[src/rtl/if_id_pkg.sv]
// Shared types and constants for the fetch->decode instruction queue.
// Latency: n/a (types only).
// Backpressure: n/a (types only).
package if_id_pkg;

  // Default field widths of a fetch packet.
  localparam int PC_W    = 32;
  localparam int INSTR_W = 32;

  // Canonical no-op (addi x0, x0, 0) shown to decode when no packet is present.
  localparam logic [31:0] NOP_INSTR = 32'h0000_0013;

  // One fetch packet: prediction metadata always travels with its instruction.
  typedef struct packed {
    logic [PC_W-1:0]    pc;
    logic [INSTR_W-1:0] inst;
    logic               pred_taken;
    logic               pred_valid;
  } fetch_pkt_t;

  // Value presented on the decode side while the queue has nothing to offer.
  localparam fetch_pkt_t BUBBLE_PKT = '{
    pc:         '0,
    inst:       NOP_INSTR,
    pred_taken: 1'b0,
    pred_valid: 1'b0
  };

endpackage

[src/rtl/if_id_queue.sv]
// DEPTH-entry fetch->decode queue carrying PC, instruction and prediction metadata; flush empties it in one cycle.
// Latency: 1 cycle push-to-head; 0 cycles into an empty queue when IF_ID_QUEUE_BYPASS_EN is defined.
// Backpressure: in_ready = !full (registered occupancy only, no ready-through from out_ready); head held until out_ready.
module if_id_queue
  import if_id_pkg::*;
#(
  parameter int PC_WIDTH    = 32,
  parameter int INSTR_WIDTH = 32,
  parameter int DEPTH       = 4
) (
  input  logic                       clk,
  input  logic                       rst,
  input  logic                       in_valid,
  output logic                       in_ready,
  input  logic [PC_WIDTH-1:0]        in_pc,
  input  logic [INSTR_WIDTH-1:0]     in_inst,
  input  logic                       in_pred_taken,
  input  logic                       in_pred_valid,
  output logic                       out_valid,
  input  logic                       out_ready,
  output logic [PC_WIDTH-1:0]        out_pc,
  output logic [INSTR_WIDTH-1:0]     out_inst,
  output logic                       out_pred_taken,
  output logic                       out_pred_valid,
  input  logic                       flush,
  output logic [$clog2(DEPTH+1)-1:0] count
);

  localparam int PTR_W = $clog2(DEPTH);
  localparam int CNT_W = $clog2(DEPTH+1);

  // Same layout as if_id_pkg::fetch_pkt_t, sized by this instance's parameters.
  typedef struct packed {
    logic [PC_WIDTH-1:0]    pc;
    logic [INSTR_WIDTH-1:0] inst;
    logic                   pred_taken;
    logic                   pred_valid;
  } pkt_t;

  localparam pkt_t BUBBLE = '{
    pc:         '0,
    inst:       INSTR_WIDTH'(NOP_INSTR),
    pred_taken: 1'b0,
    pred_valid: 1'b0
  };

  pkt_t             mem [DEPTH];
  logic [PTR_W-1:0] wr_ptr;
  logic [PTR_W-1:0] rd_ptr;
  logic [CNT_W-1:0] count_q;

  pkt_t             in_pkt;
  pkt_t             head_pkt;
  logic             full;
  logic             empty;
  logic             bypass_act;
  logic             push;
  logic             pop;

  assign in_pkt = '{
    pc:         in_pc,
    inst:       in_inst,
    pred_taken: in_pred_taken,
    pred_valid: in_pred_valid
  };

  assign full     = (count_q == CNT_W'(DEPTH));
  assign empty    = (count_q == '0);
  assign in_ready = !full;
  assign count    = count_q;

`ifdef IF_ID_QUEUE_BYPASS_EN
  // Empty queue: fetch packet goes straight to decode in the same cycle.
  assign bypass_act = empty & in_valid & !flush;
`else
  assign bypass_act = 1'b0;
`endif

  // A bypassed packet that decode takes immediately is never stored.
  assign push = in_valid & in_ready & !flush & !(bypass_act & out_ready);
  // Only stored entries are popped; a bypassed packet never touches rd_ptr.
  assign pop  = !empty & out_ready & !flush;

  // Entry storage: write-only on push; contents are never cleared, flush only resets pointers.
  always_ff @(posedge clk) begin
    if (push) begin
      mem[wr_ptr] <= in_pkt;
    end
  end

  // Pointer and occupancy bookkeeping; flush outranks push and pop.
  always_ff @(posedge clk or posedge rst) begin
    if (rst) begin
      wr_ptr  <= '0;
      rd_ptr  <= '0;
      count_q <= '0;
    end else if (flush) begin
      wr_ptr  <= '0;
      rd_ptr  <= '0;
      count_q <= '0;
    end else begin
      if (push) begin
        wr_ptr <= wr_ptr + PTR_W'(1);
      end
      if (pop) begin
        rd_ptr <= rd_ptr + PTR_W'(1);
      end
      case ({push, pop})
        2'b10:   count_q <= count_q + CNT_W'(1);
        2'b01:   count_q <= count_q - CNT_W'(1);
        default: count_q <= count_q;
      endcase
    end
  end

  // Head selection: stored head, else bypassed input, else bubble.
  always_comb begin
    head_pkt  = BUBBLE;
    out_valid = 1'b0;
    if (!empty) begin
      head_pkt  = mem[rd_ptr];
      out_valid = 1'b1;
    end else if (bypass_act) begin
      head_pkt  = in_pkt;
      out_valid = 1'b1;
    end
  end

  assign out_pc         = head_pkt.pc;
  assign out_inst       = head_pkt.inst;
  assign out_pred_taken = head_pkt.pred_taken;
  assign out_pred_valid = head_pkt.pred_valid;

endmodule

[config.mk]
export PLATFORM = sky130hd
export DESIGN_NAME = if_id_queue
export DESIGN_NICKNAME = d
export VERILOG_FILES = /design/src/rtl/if_id_pkg.sv /design/src/rtl/if_id_queue.sv
export SDC_FILE = /design/constraint.sdc
export NUM_CORES = 1
export LEC_CHECK = 0
export BUFFER_PORTS_ARGS = -buffer_cell sky130_fd_sc_hd__buf_2
export CAP_MARGIN = 15
export CORE_ASPECT_RATIO = 1.1
export CORE_MARGIN = 4
export CORE_UTILIZATION = 50
export DETAILED_ROUTE_END_ITERATION = 10
export GPL_ROUTABILITY_DRIVEN = 0
export PLACE_DENSITY = 0.77
export SLEW_MARGIN = 20
export SYNTH_ARGS = -nofsm -noshare
export SYNTH_HDL_FRONTEND = slang
export SYNTH_SLANG_ARGS = --single-unit
[constraint.sdc]
create_clock -name clk -period 6.82 [get_ports clk]
set_input_delay 0.682 -clock clk [delete_from_list [all_inputs] [get_ports clk]]
set_output_delay 0.682 -clock clk [all_outputs]
set_load 0.03 [all_outputs]
# Word level (Yosys, flattened, before mapping)
# Memory sizes are Yosys's and may differ from the RTL's.
# Index checks and enable logic that the tools add are counted.
# op_classes
n_addsub,4
mul,0
div_mod_pow,0
n_lt_le_gt_ge,0
n_eq_ne,3
n_shift,0
n_mux,10
n_bitwise,4
reduce_logical,7
# ops
op,n
$mux W66,1
$mux W2,4
$pmux W3 S2,1
$add A2 B1 Y2 const B,2
$and A1 B1 Y1,4
$reduce_bool A2 Y1,2
$add A3 B1 Y3 const B,1
$eq A3 B3 Y1 const B,1
$logic_not A1 Y1,3
$logic_not A3 Y1,1
$mux W1,3
$mux W3,1
$reduce_bool A3 Y1,1
$sub A3 B1 Y3 const B,1
$eq A2 B1 Y1 const B,1
$eq A2 B2 Y1 const B,1
# word_totals
register_bits,7
latch_bits,0
ramBits,264
romBits,0
output_inout_bits,71
word_cells,32
mem_count,1
# mem_list
memory,words,width,read_ports,rd_ports_with_merged_regs,wr,line,text
mem,4,66,1,0,1,if_id_queue.sv:47,pkt_t mem [DEPTH];

# Depth between registers and ports, before layout
# depth
word_depth,7
depth_mapped,7
ltp_nobuf,6

# Worst setup path before layout
# No wires, ideal clock.
# synth_timing
path_kind,input to register
from,input port in_valid
to,memory mem[0][0] (netlist bit) (enable)
t_arrival_ps,2888
setup_slack_ps,3501
path_stages,4
n_path_buf,1
path_cell_list,clkbuf_1 > inv_1 > nor3_1 > and2_1
# synth_between
elab_chain_cells,4
# synth_lines
element,line,text
from (decl),if_id_queue.sv:13,"input logic in_valid,"
$and A1 B1 Y1 (2 in series),if_id_queue.sv:80,assign push = in_valid & in_ready & !flush & !(bypass_act & out_ready);
$mux W1,if_id_queue.sv:86,if (push) begin
$mux W1 (implied by the code),if_id_queue.sv:87,mem[wr_ptr] <= in_pkt;
to (decl),if_id_queue.sv:47,
# Every way passes these cells.

# Worst setup path after layout
# layout_timing
from,register rd_ptr[0]
to,output port out_inst[0]
# layout_between
elab_chain_cells,2
# layout_lines
element,line,text
from (decl),if_id_queue.sv:49,logic [PTR_W-1:0] rd_ptr;
from (signal assigned),if_id_queue.sv:106,rd_ptr <= rd_ptr + PTR_W'(1);
$mem_v2 Z4 W66,n/a,
$mux W66,if_id_queue.sv:120,if (!empty) begin
to (decl),if_id_queue.sv:22,"output logic [INSTR_WIDTH-1:0] out_inst,"
# Every way passes these cells.

==> impl_metrics.py <==
metrics = {
    "routing": {
        "remaining_drc_errors": 0,
        "dr_total_vias": 5021,
        "via_per_inst": 5.567,
        "drtPass1Iterations": 4,
        "ant_nets": 0,
        "drtIter0Drc": 279,
        "avgRoutedWirePerCell_um": 21.34,
        "finalWirelength_mm": 19.25,
    },
    "timing": {
        "slew_viol_final": 0,
        "setup_tns_ps": 0,
        "min_period_ps": 3779,
        "final-hold-violation-count": 0,
        "post-route-period-util_pct": 55.40,
        "worstMarginPinSlew_ps": 1037,
        "worst_clock_skew_ps": 14.55,
        "setup_viol": 0,
        "relSlewSlack_pct": 30.90,
        "fmax_mhz": 264.6,
        "rsz_0062_raised_after_global_routing": "no",
    },
    "power_and_ir_drop": {
        "swShare_pct": 23.11,
        "power.share.clock_pct": 38.0,
        "total_leakage_power_uw": 0.004234,
        "sequentialPowerShare_pct": 50.2,
        "powerDensity_nw_per_um2": 309.2,
        "max-vdd-ir-drop_mv": 0.2139,
        "p_sw_uw": 879.4,
        "combinationalPowerShare_pct": 11.8,
        "cellInternalPower_uw": 2925,
    },
    "synthesis": {
        "synth.top_cell.area_share_pct": 75.28,
        "postSynthAreaPerCell_um2": 21.76,
        "top_cell_types_by_occurrence_after_synthesis": "sky130_fd_sc_hd__edfxtp_1, sky130_fd_sc_hd__and2_1, sky130_fd_sc_hd__mux4_2",
        "synth.distinct_cells": 35,
        "synth.ff_latch_count": 271,
        "synth_ff_type": "sky130_fd_sc_hd__edfxtp_1",
        "yosysMostFrequentCell": "sky130_fd_sc_hd__edfxtp_1",
        "async_flop_share_pct": 2.583,
        "syn_nets": 560,
        "synth.yosys.seq_area_share_pct": 76.94,
        "syn_inst": 484,
        "ys.warnings.count": 0,
        "top_area_cells_in_the_synthesized_netlist": "sky130_fd_sc_hd__edfxtp_1, sky130_fd_sc_hd__mux4_2, sky130_fd_sc_hd__and2_1",
        "synth-edff-count": 264,
        "synth_top_cell_by_area": "sky130_fd_sc_hd__edfxtp_1",
        "synth_area_um2": 10530,
    },
    "placement": {
        "count_of_buffers_from_port_buffering": 141,
        "hpwl_mm": 10.72,
        "dpl_cell_area_um2": 11410,
    },
    "setup_path": {
        "critical_path.endpoint_type": "output port",
        "critPathRequiredTime_ps": 6140,
        "regToRegSetupSlack_ps": 4320,
        "worstPathArrival_ps": 3100,
        "critical_path.max_fanout": 43,
        "critical_path_class": "register to output port",
        "worst_r2r_endpoint": "mem[2][41]",
        "reg2reg_depth": 3,
        "r2r_start": "count[0]",
        "setup.worst_path.start_class": "register",
    },
    "cells_and_area": {
        "design_area_um2": 12310,
        "final_layout_fill_cell_count": 1514,
        "antenna_cells": 0,
        "layout_area_overhead_pct": 16.85,
        "multi_input_comb_area_um2": 2233,
        "register_area_um2": 8110,
        "num-nets-final": 704,
        "drive_above_1_share_pct": 40.09,
    },
    "floorplan": {
        "num_rows": 55,
        "die-area_um2": 23450,
        "starting_density_pct": 51.01,
        "ios": 142,
        "fp.dieW_um": 146.4,
        "die_h_um": 160.2,
        "fp.coreArea_um2": 20640,
    },
    "cts": {
        "h-tree-depth": 1,
        "clock_tree.buffer_depth": 3,
        "clock_sink_count": 271,
        "clk_root_buffer_cell": "sky130_fd_sc_hd__clkbuf_16",
        "cts_inserted_buffers": 26,
        "hold_buffers": 0,
        "clock_tree_from_tritoncts": "done",
        "worst_skew_pair.late_latency_ps": 510,
        "clkSlewWorstSetupHoldPaths_ps": 60,
        "post_cts_resized": 0,
        "cts_post_setup_buffers_inserted": 0,
    },
    "global_routing": {
        "grt_overflow": 0,
        "number_of_global_route_vias_before_repair": 5649,
        "grt_pass1_wl_mm": 30.83,
        "largest_net_degree_at_the_start_of_global_routing": 68,
        "track_usage_pct": 16.62,
        "initial_antenna_violation_count": 2,
    },
    "hold_path": {
        "hold_path.class": "input port to asynchronous set/reset pin",
    },
    "outcome": {
        "status": "finished clean",
    },
    "flow_run": {
        "cap_viol_max_count": 0,
    },
}
==> cells in the final DEF (no fill, tap or decap), types with 3 or more instances in the layout <==
cell type,count
sky130_fd_sc_hd__bufinv_16,3
sky130_fd_sc_hd__clkbuf_16,27
sky130_fd_sc_hd__a21oi_1,3
sky130_fd_sc_hd__nand3_1,4
sky130_fd_sc_hd__clkbuf_8,4
sky130_fd_sc_hd__inv_1,7
sky130_fd_sc_hd__or2_1,3
sky130_fd_sc_hd__nor3_1,3
sky130_fd_sc_hd__and2_4,4
sky130_fd_sc_hd__clkinv_2,7
sky130_fd_sc_hd__ha_1,4
sky130_fd_sc_hd__buf_2,141
sky130_fd_sc_hd__mux4_2,66
sky130_fd_sc_hd__edfxtp_1,264
sky130_fd_sc_hd__nor2_1,5
sky130_fd_sc_hd__and2_1,63
sky130_fd_sc_hd__dfrtp_1,5
sky130_fd_sc_hd__clkinv_1,3
==> critical path, stage by stage (launching register included) <==
cell and delay (ps):
sky130_fd_sc_hd__dfrtp_4 760, sky130_fd_sc_hd__buf_4 780, sky130_fd_sc_hd__mux4_2 600, sky130_fd_sc_hd__or2_1 220, sky130_fd_sc_hd__buf_2 180
==> kinds of logic (layout without fill, tap and decap cells) <==
logic type	Yosys count	in the layout	synth area share (%)
AND/OR/NAND/NOR	89	89	5.061
multiplexers	67	67	14.22
adder cells (fa/ha/maj)	5	5	0.6653
XOR/XNOR	3	3	0.2495
flip-flops	271	271	76.94
AO/OA/AOI/OAI	14	14	0.9150
buffers and inverters	35	197	1.948
==> sequential cells by signal, indices dropped and copies added, names as in the netlist <==
| signal | count |
|---|---|
| count | 3 |
| mem | 264 |
| rd_ptr | 2 |
| wr_ptr | 2 |
==> power groups by stage <==
stage | Combinational, uW | Sequential [uW] | Clock [uW]
2_1_floorplan | 346 | 1920 | 0
3_3_place_gp | 446 | 1940 | 0
3_5_place_dp | 457 | 1950 | 0
4_1_cts | 459 | 1910 | 1480
5_1_grt | 485 | 1920 | 1560
6_report | 449 | 1910 | 1450
==> cell type report <==
type	instances	share of cell area, %
Clock buffer	33	5.999
Inverter	8	0.2542
Tap cell	256	2.603
Multi-Input combinational cell	178	18.15
Clock inverter	13	1.129
Sequential cell	271	65.91
Timing Repair Buffer	143	5.958
==> per-layer routing <==
metal	up-vias	GRT usage [%]	share of wire [%]
li1	2243	-	-
met1	2596	21.35	40
met3	33	3.689	6.0
met5	-	0	0.14
met2	145	29.16	52
met4	4	3.935	1.7
==> through the flow <==
stage	setup WS, ps	hold WS (ps)	instances	util, %	power (uW)
finish	3041	88.37	902	59.61	3805
global route	2714	91.87	902	59.61	3956
detailed placement	3467	596.1	855	55.25	2404
global placement	3494	567.1	855	55.25	2388
floorplan	3501	485.4	484	-	2271
CTS	2900	72.72	901	59.50	3849
==> how the worst max path moves through the flow <==
stage	slack (ps)	from	endpoint	depth (start not counted)
final	3040	rd_ptr[0]	out_inst[0]	4
after global routing	2710	rd_ptr[0]	out_inst[0]	4
after CTS	2900	rd_ptr[0]	out_inst[4]	4
after detailed placement	3470	rd_ptr[0]	out_inst[1]	4
after global placement	3490	rd_ptr[0]	out_inst[1]	4
after floorplan	3500	in_valid	mem[0][0]	4
No activity file was read; power rests on OpenSTA's default activity.
